===== config.mk =====
export PLATFORM = sky130hd
export DESIGN_NAME = key_debounce_flat
export DESIGN_NICKNAME = d
export VERILOG_FILES = /design/src/rtl/key_debounce_pkg.sv /design/src/rtl/key_debounce_if.sv /design/src/rtl/key_debounce_ch.sv /design/src/rtl/key_debounce.sv /design/src/flat_wrapper.sv
export SDC_FILE = /design/constraint.sdc
export NUM_CORES = 1
export LEC_CHECK = 0
export CORE_MARGIN = 2
export CORE_UTILIZATION = 50
export CTS_CLUSTER_DIAMETER = 100
export DETAILED_ROUTE_END_ITERATION = 10
export DONT_BUFFER_PORTS = 1
export PLACE_DENSITY = 0.64
export SLEW_MARGIN = 10
export SYNTH_ARGS = -nofsm -noshare
export SYNTH_HDL_FRONTEND = slang
export SYNTH_HIERARCHICAL = 1
export SYNTH_SLANG_ARGS = --single-unit

===== constraint.sdc =====
create_clock -name clk -period 2.4 [get_ports clk]
set_input_delay 0.48 -clock clk [delete_from_list [all_inputs] [get_ports clk]]
set_output_delay 0.48 -clock clk [all_outputs]
set_load 0.01 [all_outputs]

===== src/rtl/key_debounce_pkg.sv =====
// key_debounce_pkg: shared types, default tick constants and counter-width
// helpers for the key debouncer.
// Optional feature macro used by this block: KEY_DEBOUNCE_REPEAT_EN.
package key_debounce_pkg;

  typedef enum logic {
    RELEASED = 1'b0,
    PRESSED  = 1'b1
  } ch_state_e;

  localparam int unsigned DEF_N_KEYS       = 4;
  localparam int unsigned DEF_TICK_DIV     = 50000;
  localparam int unsigned DEF_STABLE_TICKS = 20;
  localparam int unsigned DEF_REPEAT_DELAY = 500;
  localparam int unsigned DEF_REPEAT_RATE  = 100;

  // Bits needed to hold 0..n-1, never less than one bit.
  function automatic int unsigned width_of(input int unsigned n);
    return (n <= 2) ? 1 : $clog2(n);
  endfunction

  function automatic int unsigned max_u(input int unsigned a, input int unsigned b);
    return (a > b) ? a : b;
  endfunction

  // Prescaler, stability and repeat counter widths for a given configuration.
  function automatic int unsigned presc_width(input int unsigned tick_div);
    return width_of(tick_div);
  endfunction

  function automatic int unsigned stab_width(input int unsigned stable_ticks);
    return width_of(stable_ticks + 1);
  endfunction

  function automatic int unsigned rpt_width(input int unsigned delay, input int unsigned rate);
    return width_of(max_u(delay, rate));
  endfunction

endpackage


===== src/rtl/key_debounce_if.sv =====
// key_debounce_if: key pins in, debounced levels and event pulses out.
//   key_n       raw active-low key pins (driven by master)
//   key_state   debounced level, 1 = pressed
//   key_press   one-cycle pulse on accepted press
//   key_release one-cycle pulse on accepted release
//   key_repeat  one-cycle auto-repeat pulse
// Modports: master = board/stimulus side, slave = debouncer.
interface key_debounce_if
  import key_debounce_pkg::*;
#(
  parameter int unsigned N_KEYS = DEF_N_KEYS
);

  logic [N_KEYS-1:0] key_n;
  logic [N_KEYS-1:0] key_state;
  logic [N_KEYS-1:0] key_press;
  logic [N_KEYS-1:0] key_release;
  logic [N_KEYS-1:0] key_repeat;

  modport master (
    output key_n,
    input  key_state,
    input  key_press,
    input  key_release,
    input  key_repeat
  );

  modport slave (
    input  key_n,
    output key_state,
    output key_press,
    output key_release,
    output key_repeat
  );

endinterface


===== src/rtl/key_debounce_ch.sv =====
// key_debounce_ch: one key channel. Two-state debounce machine with a
// stability counter, press/release pulse generation and, when
// KEY_DEBOUNCE_REPEAT_EN is defined, an auto-repeat counter.
// Ports:
//   clk, nrst    clock, async active-low reset
//   tick         prescaler tick (one cycle)
//   raw_pressed  synchronized key level, 1 = pressed
//   key_state    debounced level
//   key_press    pulse on accepted press
//   key_release  pulse on accepted release
//   key_repeat   auto-repeat pulse (0 without KEY_DEBOUNCE_REPEAT_EN)
module key_debounce_ch
  import key_debounce_pkg::*;
#(
  parameter int unsigned STABLE_TICKS = DEF_STABLE_TICKS,
  parameter int unsigned REPEAT_DELAY = DEF_REPEAT_DELAY,
  parameter int unsigned REPEAT_RATE  = DEF_REPEAT_RATE
) (
  input  logic clk,
  input  logic nrst,
  input  logic tick,
  input  logic raw_pressed,
  output logic key_state,
  output logic key_press,
  output logic key_release,
  output logic key_repeat
);

  localparam int unsigned STAB_W = stab_width(STABLE_TICKS);
  localparam logic [STAB_W-1:0] STAB_LAST = STAB_W'(STABLE_TICKS - 1);

  ch_state_e         state;
  logic [STAB_W-1:0] stab_cnt;

  assign key_state = (state == PRESSED);

  // Debounce machine: any agreement clears the counter at once; disagreement
  // must survive STABLE_TICKS ticks before the level is accepted.
  always_ff @(posedge clk or negedge nrst) begin
    if (!nrst) begin
      state       <= RELEASED;
      stab_cnt    <= '0;
      key_press   <= 1'b0;
      key_release <= 1'b0;
    end else begin
      key_press   <= 1'b0;
      key_release <= 1'b0;
      if (raw_pressed == key_state) begin
        stab_cnt <= '0;
      end else if (tick) begin
        if (stab_cnt == STAB_LAST) begin
          stab_cnt <= '0;
          if (state == RELEASED) begin
            state     <= PRESSED;
            key_press <= 1'b1;
          end else begin
            state       <= RELEASED;
            key_release <= 1'b1;
          end
        end else begin
          stab_cnt <= stab_cnt + STAB_W'(1);
        end
      end
    end
  end

`ifdef KEY_DEBOUNCE_REPEAT_EN
  localparam int unsigned RPT_W = rpt_width(REPEAT_DELAY, REPEAT_RATE);
  localparam logic [RPT_W-1:0] DELAY_LAST = RPT_W'(REPEAT_DELAY - 1);
  localparam logic [RPT_W-1:0] RATE_LAST  = RPT_W'(REPEAT_RATE - 1);

  logic [RPT_W-1:0] rpt_cnt;
  logic             rpt_phase;   // 0: waiting for first repeat, 1: periodic
  logic             rel_accept_c;

  assign rel_accept_c = tick && (state == PRESSED) && !raw_pressed && (stab_cnt == STAB_LAST);

  // Repeat counter: held clear while released (covers the press acceptance
  // cycle) and cleared without a pulse in the release acceptance cycle.
  always_ff @(posedge clk or negedge nrst) begin
    if (!nrst) begin
      rpt_cnt    <= '0;
      rpt_phase  <= 1'b0;
      key_repeat <= 1'b0;
    end else begin
      key_repeat <= 1'b0;
      if ((state == RELEASED) || rel_accept_c) begin
        rpt_cnt   <= '0;
        rpt_phase <= 1'b0;
      end else if (tick) begin
        if (!rpt_phase && (rpt_cnt == DELAY_LAST)) begin
          key_repeat <= 1'b1;
          rpt_cnt    <= '0;
          rpt_phase  <= 1'b1;
        end else if (rpt_phase && (rpt_cnt == RATE_LAST)) begin
          key_repeat <= 1'b1;
          rpt_cnt    <= '0;
        end else begin
          rpt_cnt <= rpt_cnt + RPT_W'(1);
        end
      end
    end
  end
`else
  assign key_repeat = 1'b0;
`endif

endmodule


===== src/rtl/key_debounce.sv =====
// key_debounce: conditions raw active-low push buttons into debounced levels
// and single-cycle press/release (and optional repeat) pulses.
// Optional feature macro: KEY_DEBOUNCE_REPEAT_EN (auto-repeat pulses).
// Ports:
//   clk   clock, rising edge
//   nrst  async active-low reset
//   bus   key_debounce_if.slave: key_n in; key_state, key_press,
//         key_release, key_repeat out
module key_debounce
  import key_debounce_pkg::*;
#(
  parameter int unsigned N_KEYS       = DEF_N_KEYS,
  parameter int unsigned TICK_DIV     = DEF_TICK_DIV,
  parameter int unsigned STABLE_TICKS = DEF_STABLE_TICKS,
  parameter int unsigned REPEAT_DELAY = DEF_REPEAT_DELAY,
  parameter int unsigned REPEAT_RATE  = DEF_REPEAT_RATE
) (
  input  logic           clk,
  input  logic           nrst,
  key_debounce_if.slave  bus
);

  localparam int unsigned PRESC_W = presc_width(TICK_DIV);
  localparam logic [PRESC_W-1:0] PRESC_LAST = PRESC_W'(TICK_DIV - 1);

  logic [N_KEYS-1:0]  sync_q1;
  logic [N_KEYS-1:0]  sync_q2;
  logic [N_KEYS-1:0]  raw_pressed;
  logic [PRESC_W-1:0] presc;
  logic               tick;

  logic [N_KEYS-1:0]  state_v;
  logic [N_KEYS-1:0]  press_v;
  logic [N_KEYS-1:0]  release_v;
  logic [N_KEYS-1:0]  repeat_v;

  // Two-flop synchronizer; resets to the released pin level.
  always_ff @(posedge clk or negedge nrst) begin
    if (!nrst) begin
      sync_q1 <= '1;
      sync_q2 <= '1;
    end else begin
      sync_q1 <= bus.key_n;
      sync_q2 <= sync_q1;
    end
  end

  assign raw_pressed = ~sync_q2;

  // Shared prescaler producing one tick every TICK_DIV cycles.
  always_ff @(posedge clk or negedge nrst) begin
    if (!nrst) begin
      presc <= '0;
    end else if (presc == PRESC_LAST) begin
      presc <= '0;
    end else begin
      presc <= presc + PRESC_W'(1);
    end
  end

  assign tick = (presc == PRESC_LAST);

  for (genvar i = 0; i < int'(N_KEYS); i++) begin : g_ch
    key_debounce_ch #(
      .STABLE_TICKS (STABLE_TICKS),
      .REPEAT_DELAY (REPEAT_DELAY),
      .REPEAT_RATE  (REPEAT_RATE)
    ) u_ch (
      .clk         (clk),
      .nrst        (nrst),
      .tick        (tick),
      .raw_pressed (raw_pressed[i]),
      .key_state   (state_v[i]),
      .key_press   (press_v[i]),
      .key_release (release_v[i]),
      .key_repeat  (repeat_v[i])
    );
  end

  assign bus.key_state   = state_v;
  assign bus.key_press   = press_v;
  assign bus.key_release = release_v;
  assign bus.key_repeat  = repeat_v;

endmodule


===== src/flat_wrapper.sv =====
// flat-port wrapper written by rule: the top's interface ports become plain ports
module key_debounce_flat import key_debounce_pkg::*;
#(
  parameter int unsigned N_KEYS       = DEF_N_KEYS,
  parameter int unsigned TICK_DIV     = DEF_TICK_DIV,
  parameter int unsigned STABLE_TICKS = DEF_STABLE_TICKS,
  parameter int unsigned REPEAT_DELAY = DEF_REPEAT_DELAY,
  parameter int unsigned REPEAT_RATE  = DEF_REPEAT_RATE
)
  (clk, nrst, bus_key_n, bus_key_state, bus_key_press, bus_key_release, bus_key_repeat);
  key_debounce_if #(.N_KEYS(N_KEYS)) bus_i ();
  input  logic clk;
  input  logic nrst;
  input wire logic [$bits(bus_i.key_n)-1:0] bus_key_n;
  output wire logic [$bits(bus_i.key_state)-1:0] bus_key_state;
  output wire logic [$bits(bus_i.key_press)-1:0] bus_key_press;
  output wire logic [$bits(bus_i.key_release)-1:0] bus_key_release;
  output wire logic [$bits(bus_i.key_repeat)-1:0] bus_key_repeat;
  assign bus_i.key_n = bus_key_n;
  assign bus_key_state = bus_i.key_state;
  assign bus_key_press = bus_i.key_press;
  assign bus_key_release = bus_i.key_release;
  assign bus_key_repeat = bus_i.key_repeat;
  key_debounce #(.N_KEYS(N_KEYS), .TICK_DIV(TICK_DIV), .STABLE_TICKS(STABLE_TICKS), .REPEAT_DELAY(REPEAT_DELAY), .REPEAT_RATE(REPEAT_RATE)) u_core (.clk(clk), .nrst(nrst), .bus(bus_i));
endmodule

Word level (Yosys, flattened, before mapping)
Cells that the tools add are included.

Latch bits: 0. Output and inout port bits: 16. RAM bits: 0. Memories kept: 0. Word-level logic and storage cells: 91. Register bits: 56. ROM bits: 0. Input port bits: 6.

$lt $le $gt $ge: 0. Shift-type cells: 0. Reductions and logical operators: 8. Multipliers: 0. Bitwise gates (word level): 5. Div/mod/pow operators: 0. Add/sub/neg operators: 5. Multiplexer cells: 45. Equality and inequality tests: 9.

Operator list (count): $mux 5 (12); $mux 1 (32); $add 5x1->5 const B (4); $eq 5x5->1 const B (4); $add 16x1->16 const B (1); $eq 16x16->1 const B (1); $mux 16 (1); $reduce_and 3->1 (4); $reduce_bool 2->1 (4); $eq 1x1->1 (4); $not 1->1 (4); $not 4->4 (1).

Depth between registers and ports, before layout
Gate-level depths: netlist of run 1.

Depth in word-level cells: 4. Depth in mapped cells: 6. Gate-level depth less buffers: 6.

Cells and area by module
The synthesis of run 1 kept the hierarchy.

Modules (own cells, without submodules): key_debounce_ch (seq. area each 200.2 um^2, area each 405.4 um^2, times used 4, cells an instance 35); key_debounce (seq. area each 610.6 um^2, area each 1002.2 um^2, times used 1, cells an instance 83).

Least setup slack after synthesis of run 1
OpenSTA, ideal clock, no wires.

Kind: flip-flop to flip-flop. Start: register u_core.presc[0]. End: register u_core.g_ch[0].u_ch.stab_cnt[2]. Setup slack: -0.083 ns. Path buffers: 0. Required time: 2.322 ns. Data arrival time: 2.406 ns. Setup time: 0.078 ns. Period minus slack after synthesis: 2.483 ns. Stages on the path, launching flop included: 7. Path through: dfrtp_1 ha_1 nand3_2 nor4_4 nand2_1 or3_1 a21oi_1.

Cells in the longest elaborated chain, start to end: 2.

RTL lines: from (decl) (RTL line key_debounce.sv:29) `logic [PRESC_W-1:0] presc;`; from (signal assigned) (RTL line key_debounce.sv:57) `presc <= presc + PRESC_W'(1);`; $eq 16x16->1 (RTL line key_debounce.sv:61) `assign tick = (presc == PRESC_LAST);`; named net u_core.tick (RTL line key_debounce.sv:30) `logic tick;`; $reduce_bool 2->1 (no source line); to (signal assigned) (RTL line key_debounce_ch.sv:61) `stab_cnt <= stab_cnt + STAB_W'(1);`; to (decl) (RTL line key_debounce_ch.sv:33) `logic [STAB_W-1:0] stab_cnt;`.

The timed path passes the listed nets, and every way through them passes these cells. A chain may end at the register's enable or synchronous reset.

Final worst setup path of run 1
Start: register u_core.presc[0]. End: register u_core.g_ch[2].u_ch.stab_cnt[2].

Cells in the longest elaborated chain, start to end: 2.

RTL lines (RTL line): $eq 16x16->1 (key_debounce.sv:61); named net u_core.tick (key_debounce.sv:30); $reduce_bool 2->1 (no source line); to (signal assigned) (key_debounce_ch.sv:61); to (decl) (key_debounce_ch.sv:33).

The timed path passes the listed nets, and every way through them passes these cells.

==> results.md, run 1 <==
* Status: completed
* Global-route usage over all layers at 0.1495
* Psw at 0.0003237 W
* DIE HEIGHT at 76.44 µm
* Combinational fraction of design power at 0.026
* Post-DP HPWL at 2721 µm
* RR Startpoint: u_core/presc[0]$_DFF_PN0_
* Postcts setup bufs at 0
* CTS clk-pin slew, worst paths at 100 ps
* Primary FF master, synth: dfrtp_1
* Global-route wire length before repair at 6906 µm
* Most common cell in the netlist: dfrtp_1
* Netlist Area Pre-Place at 0.002624 mm²
* Antenna Nets Post-Route at 0
* Most area-consuming cells after synthesis: dfrtp_1, dfstp_2, xor2_1, nor4bb_4, nor2_1
* Non-Filler Instances at 301
* PD cells at 537.1 mW/mm²
* Unrepaired setup endpoints after global routing: false
* Root Driver: clkbuf_8
* Clock share of power at 0.344
* Internal power at 0.001196 W
* # IOs at 22
* Internal reg-to-reg setup slack at 410 ps
* Worst Hold Class: in2async
* Diodes inserted at 0
* Initial core utilization at 0.5170
* GRT Residual Overflow at 0
* Top cells by count, synth: dfrtp_1, nor2_1, xor2_1
* Async SR Flop Fraction at 1.000
* Crit path kind: reg2reg
* Top cell type's share of synthesized area at 0.4578
* CTS tree: yes
* Max VDD drop at 0.3369 mV
* Largest net degree at the start of global routing at 51
* Switching Share at 0.2130
* Setup violators final at 0
* Nets at 241
* RD Place Congestion at 0.7923
* Req. time, crit path at 2620 ps
* F_max at 503.0 MHz
* Initial DRC count at 74
* Total Power at 0.001519 W
* Sequential share of power at 0.630
* Synth unique cells at 33
* Fillcell total at 449
* WHS at 10.18 ps
* Post-synthesis register bit count at 56
* Area delta synth->final at 7.821%
* Post-synthesis average cell area at 11.77 µm²
* Nature of the critical path endpoint: flop
* Max FO, Critical Path at 19
* First-pass iteration count of the detailed router at 4
* Core box area at 0.005075 mm²
* Clk_skew at 9.110 ps
* Min Tclk post-route at 1988 ps
* Critical path launch point type: flop
* Period utilization at 0.8283
* Final wirelength at 4117 µm
* Clk Latency, worst-skew pair at 310 ps
* DRC at 0
* Area leader, netlist: dfrtp_1
* CTS-repair resized insts at 0
* Worst Reg-to-Reg Cells at 7
* Final Hold Fails at 0
* Max-cap viol count at 0
* Die area at 0.005843 mm²
* Ys Warns at 6
* Layout cell share with drive strength beyond 1 at 0.1732
* Antenna violations before repair at 0
* Slew Limit Fails at 0
* Inst Count DP at 291
* CTS HTree Levels at 2
* Vias in the first global route at 1450
* CTS Buf Count at 5
* Area after DPL at 0.002699 mm²
* # hold bufs at CTS at 2
* Via count at 1553
* Drt wl/cell at 13.68 µm
* Die W at 76.44 µm
* Fin worst setup slack at 412.0 ps
* # clock sinks at 56
* Seq/Total Area, Yosys at 0.5379
* Final instance area at 0.002829 mm²
* Leakage at 1.251 nW
* Via-per-instance ratio at 5.159
* # port buffers at 0
* Critical path arrival at 2210 ps
* Synthesized Nets at 234
* Deepest clock path buffer count at 2
* Worst r2r dst: u_core/g_ch[2].u_ch/stab_cnt[2]$_DFFE_PN0P_
* Cells after Synth at 223
* Pre-CTS setup slack at 433.8 ps
* Post-synth EDFFs at 0
* Row count at 26
-- cell families (layout without fill, tap and decap cells) --
kind of cell	count (synthesis)	after routing	share of synthesized area
compound gates	20	20	0.03815
fa+ha+maj	5	5	0.02384
mux	8	8	0.03815
other cells	4	4	0.005721
buf+inv	10	18	0.02003
simple gates	98	98	0.2628
flops	56	56	0.5379
xor+xnor	22	22	0.07344
-- layer usage --
| layer | GRT usage | wire, µm |
|---|---|---|
| met3 | 0.03555 | 168 |
| met1 | 0.2042 | 2000 |
| met4 | 0.06364 | 63 |
| met2 | 0.2292 | 1885 |
| met5 | 0 | 0 |
-- layout by cell type, fill, tap and decap left out, types with 3 or more instances in the layout --
master / synthesis / layout
nand3_1: 5 / 5
nor4_1: 3 / 3
mux2_4: 4 / 4
nor2_1: 21 / 21
xnor2_1: 9 / 9
dfrtp_1: 48 / 48
and4b_1: 4 / 4
nor4bb_4: 4 / 4
or3b_1: 4 / 4
nand2_1: 11 / 11
nor3b_1: 8 / 8
mux2i_1: 4 / 4
ha_1: 5 / 4
nand2_2: 5 / 5
dfstp_2: 8 / 8
conb_1: 4 / 4
inv_1: 6 / 6
and2b_1: 8 / 8
nand2b_1: 4 / 4
nand4_1: 7 / 7
o21ai_0: 8 / 8
xor2_1: 13 / 13
clkbuf_8: 0 / 6
a21oi_1: 12 / 12
or3_1: 4 / 4
-- stage by stage --
step                setup TNS (ps)    util
floorplan                   -303.9       -
global placement                 0  0.5318
detailed placement               0  0.5318
CTS                              0  0.5574
global route                     0  0.5574
finish                           0  0.5574
-- registers in the layout, indices dropped and copies added, names as in the netlist --
register and cells:
u_core/sync_q1 4, u_core/g_ch.u_ch/key_state 4, u_core/g_ch.u_ch/stab_cnt 20, u_core/presc 16
u_core/sync_q2 4, u_core/g_ch.u_ch/key_press 4, u_core/g_ch.u_ch/key_release 4
-- worst max-delay path, stage by stage (launching register included) --
cell and delay, ps:
dfrtp_1 390, ha_2 220, nand3_2 130, nor4_4 310, buf_4 270, nand2_1 110, or3_1 310, a21oi_1 160
-- power by group through the flow --
stage                     logic (W)  clock network, W  registers (W)
after floorplan           0.0000176                 0       0.000975
after global placement    0.0000158                 0       0.000975
after detailed placement  0.0000155                 0       0.000975
after CTS                 0.0000416          0.000547       0.000957
after global routing      0.0000465          0.000580       0.000958
final                     0.0000396          0.000523       0.000957
-- layout make-up --
class	instances	area, µm²	area share
clock inverter	2	10.01	0.003538
sequential	56	1411	0.4989
tap	70	87.58	0.03096
timing repair buffer	4	52.55	0.01858
inverter	6	22.52	0.007961
multi-input combinational	157	1162	0.4109
clock buffer	6	82.58	0.02919
-- worst max-delay path by stage --
stage / end / start / cells past startpoint / slack, ps
2_1_floorplan: u_core/g_ch[1].u_ch/stab_cnt[2]$_DFFE_PN0P_ / u_core/presc[0]$_DFF_PN0_ / 6 / -80
4_1_cts: u_core/g_ch[2].u_ch/stab_cnt[2]$_DFFE_PN0P_ / u_core/presc[0]$_DFF_PN0_ / 7 / 400
5_1_grt: u_core/g_ch[1].u_ch/stab_cnt[2]$_DFFE_PN0P_ / u_core/presc[1]$_DFF_PN0_ / 7 / 320
6_report: u_core/g_ch[2].u_ch/stab_cnt[2]$_DFFE_PN0P_ / u_core/presc[0]$_DFF_PN0_ / 7 / 410
3_5_place_dp: u_core/g_ch[2].u_ch/stab_cnt[2]$_DFFE_PN0P_ / u_core/presc[0]$_DFF_PN0_ / 7 / 430
3_3_place_gp: u_core/g_ch[2].u_ch/stab_cnt[2]$_DFFE_PN0P_ / u_core/presc[0]$_DFF_PN0_ / 7 / 520
Note: power is estimated with default switching activity, not from simulation.
==> inputs of run 2 (changes only) <==
==> constraint.sdc (replaced) <==
create_clock -name clk -period 1.8 [get_ports clk]
set_input_delay 0.36 -clock clk [delete_from_list [all_inputs] [get_ports clk]]
set_output_delay 0.36 -clock clk [all_outputs]
set_load 0.01 [all_outputs]
==> run 2 against run 1 <==
Compared with the run above: the flow now finishes with violations (setup timing); die area unchanged; highest routed layer unchanged; global-route usage up 0.59 points; critical path type unchanged; clock skew down 0.58 ps; combinational power up 39%; critical path depth up 1; utilization up 7.4 points; via count up 11%; hold slack better by 16 ps.
==> results.md, run 2 (same netlist as run 1, synthesis figures left out) <==
* Status: finished, violations left
* Failing checks: setup timing
* Commonest non-fill, non-tap cell in the layout: dfrtp_1
* CP Cell Sequence: ha_4, nand3_4, nor4_4, buf_4, buf_6, clkbuf_16, or3b_1, a21oi_1
* Unrepaired setup endpoints after global routing: true
* Nets at 269 (+12%)
* # IOs at 22 (unchanged)
* Slowest cell on the critical path: dfrtp_1
* Root Driver: clkbuf_8
* Nature of the critical path endpoint: flop
* CTS tree: yes
* Global-route usage over all layers at 0.1555 (+0.005942)
* DRC at 0 (unchanged)
* Final Hold Fails at 0 (unchanged)
* Leakage at 1.446 nW (+16%)
* Post-DP HPWL at 2807 µm (+3.1%)
* Max incr delay on CP at 410 ps (+20 ps)
* Vias in the first global route at 1594 (+9.9%)
* # clock sinks at 56 (unchanged)
* Initial core utilization at 0.5170 (unchanged)
* Largest net degree at the start of global routing at 57 (+12%)
* Via count at 1721 (+11%)
* Row count at 26 (unchanged)
* Crit path max-delay family: simple AND/OR/NAND/NOR gates
* Period utilization at 1.055 (+0.2263)
* Largest registers: u_core/g_ch.u_ch/stab_cnt: 20 flops, u_core/presc: 16 flops
* Layout cell share with drive strength beyond 1 at 0.3127 (+0.1396)
* CTS Buf Count at 5 (unchanged)
* Diodes inserted at 0 (unchanged)
* Area delta synth->final at 22.08%
* Slew Limit Fails at 0 (unchanged)
* Worst slew pin tran at 511.2 ps
* Setup violators final at 14 (+14)
* Clk_skew at 8.530 ps (-0.5796 ps)
* Slew headroom at 0.6567
* F_max at 526.8 MHz (+4.7%)
* DIE HEIGHT at 76.44 µm (unchanged)
* CTS HTree Levels at 2 (unchanged)
* PD cells at 679.6 mW/mm² (+27%)
* Final wirelength at 4666 µm (+13%)
* CP Launch Point: u_core/presc[1]$_DFF_PN0_
* Req. time, crit path at 2040 ps (-580 ps)
* Worst path bufs/invs at 3 (+2)
* Setup crit end: u_core/g_ch[1].u_ch/stab_cnt[0]$_DFFE_PN0P_
* Worst r2r dst: u_core/g_ch[1].u_ch/stab_cnt[0]$_DFFE_PN0P_
* Die W at 76.44 µm (unchanged)
* Critical path launch point type: flop
* Global-route wire length before repair at 7272 µm (+5.3%)
* Deepest clock path buffer count at 2 (unchanged)
* Critical path arrival at 2140 ps (-70 ps)
* CTS clk-pin slew, worst paths at 110 ps (about the same)
* Min Tclk post-route at 1898 ps (-89.65 ps)
* Drt wl/cell at 14.18 µm (+3.7%)
* RR Startpoint: u_core/presc[1]$_DFF_PN0_
* Via-per-instance ratio at 5.231 (+1.4%)
* Worst path depth at 8 (+1)
* Max FO, Critical Path at 8 (-11)
* # port buffers at 0 (unchanged)
* WHS at 25.99 ps (+15.81 ps)
* Internal reg-to-reg setup slack at -100 ps (-510 ps)
* Antenna violations before repair at 0 (unchanged)
* RD Place Congestion at 0.7515 (-5.1%)
* Antenna Nets Post-Route at 0 (unchanged)
* Initial DRC count at 78 (+5.4%)
* Most frequent cells in the layout: dfrtp_1, buf_4, nor2_1, xor2_1, a21oi_1
* Fin worst setup slack at -98.32 ps (-510.4 ps)
* Crit path kind: reg2reg
* Worst Hold Class: in2reg
* Max-cap viol count at 0 (unchanged)
* Core box area at 0.005075 mm² (unchanged)
* Clk Latency, worst-skew pair at 320 ps (about the same)
* Max VDD drop at 0.3839 mV (+14%)
* Max reg flops at 20 (unchanged)
* Die area at 0.005843 mm² (unchanged)
* Final Core Density at 0.6312 (+0.07372)
* Worst Reg-to-Reg Cells at 8 (+1)
* Largest reg by FF count: u_core/g_ch.u_ch/stab_cnt
* GRT Residual Overflow at 0 (unchanged)
* First-pass iteration count of the detailed router at 4 (unchanged)
==> run 2: cell types whose count changed in the layout (fill, tap and decap cells not counted), moves of 3 or more <==
cell     delta
o21ai_1     +4
nand2_1     -3
buf_6       +4
buf_4      +21
nor3b_1     -6
nor3b_2     +6
o21ai_0     -4
==> run 2: power by group <==
group	total [W]	internal [W]	switching, W
clock	0.000846	0.000420	0.000426
combinational	0.0000550	0.0000129	0.0000420
sequential	0.00128	0.00127	0.00000228
==> run 2: layer usage <==
layer / GRT usage / vias to the layer above / routed length, µm
li1: - / 835 / -
met1: 0.2205 / 865 / 2283
met2: 0.2327 / 16 / 2200
met3: 0.03910 / 5 / 120
met4: 0.05636 / 0 / 62
met5: 0 / - / 0
==> run 2: worst min-delay path by stage <==
stage / start / end / cells past startpoint
6_report: bus_key_n[0] / u_core/sync_q1[0]$_DFF_PN1_ / 0
3_3_place_gp: nrst / u_core/presc[12]$_DFF_PN0_ / 0
2_1_floorplan: nrst / u_core/g_ch[0].u_ch/key_press$_DFF_PN0_ / 0
5_1_grt: bus_key_n[0] / u_core/sync_q1[0]$_DFF_PN1_ / 0
4_1_cts: bus_key_n[0] / u_core/sync_q1[0]$_DFF_PN1_ / 0
3_5_place_dp: nrst / u_core/presc[7]$_DFF_PN0_ / 0
==> run 2: final cells by class <==
class	count	area [µm²]
clock buffer	5	68.82
clock inverter	3	47.55
fill	428	1872
inverter	6	22.52
multi-input combinational	157	1240
sequential	56	1411
tap	70	87.58
timing repair buffer	32	325.3
==> run 2: repair_timing <==
item	CTS	global route
pin swaps	0	12
hold buffers	2	0
cloned	0	3
resized for setup	1	17
setup buffers	0	6
endpoints found under the setup margin	6	20
endpoints found under the hold margin	56	0
==> run 2: per-stage QoR <==
stage | setup WS [ps] | std cells | setup TNS (ps) | total power [W] | cell area (µm²)
after CTS | -36.93 | 320 | -148.8 | 0.002205 | 3035
after global routing | -144.8 | 329 | -2135 | 0.002249 | 3203
after floorplan | -676.5 | 223 | -19170 | 0.001324 | 2651
final | -98.32 | 329 | -578.8 | 0.002177 | 3203
after global placement | 11.07 | 310 | 0 | 0.001321 | 2879
after detailed placement | -55.67 | 310 | -164.3 | 0.001322 | 2879
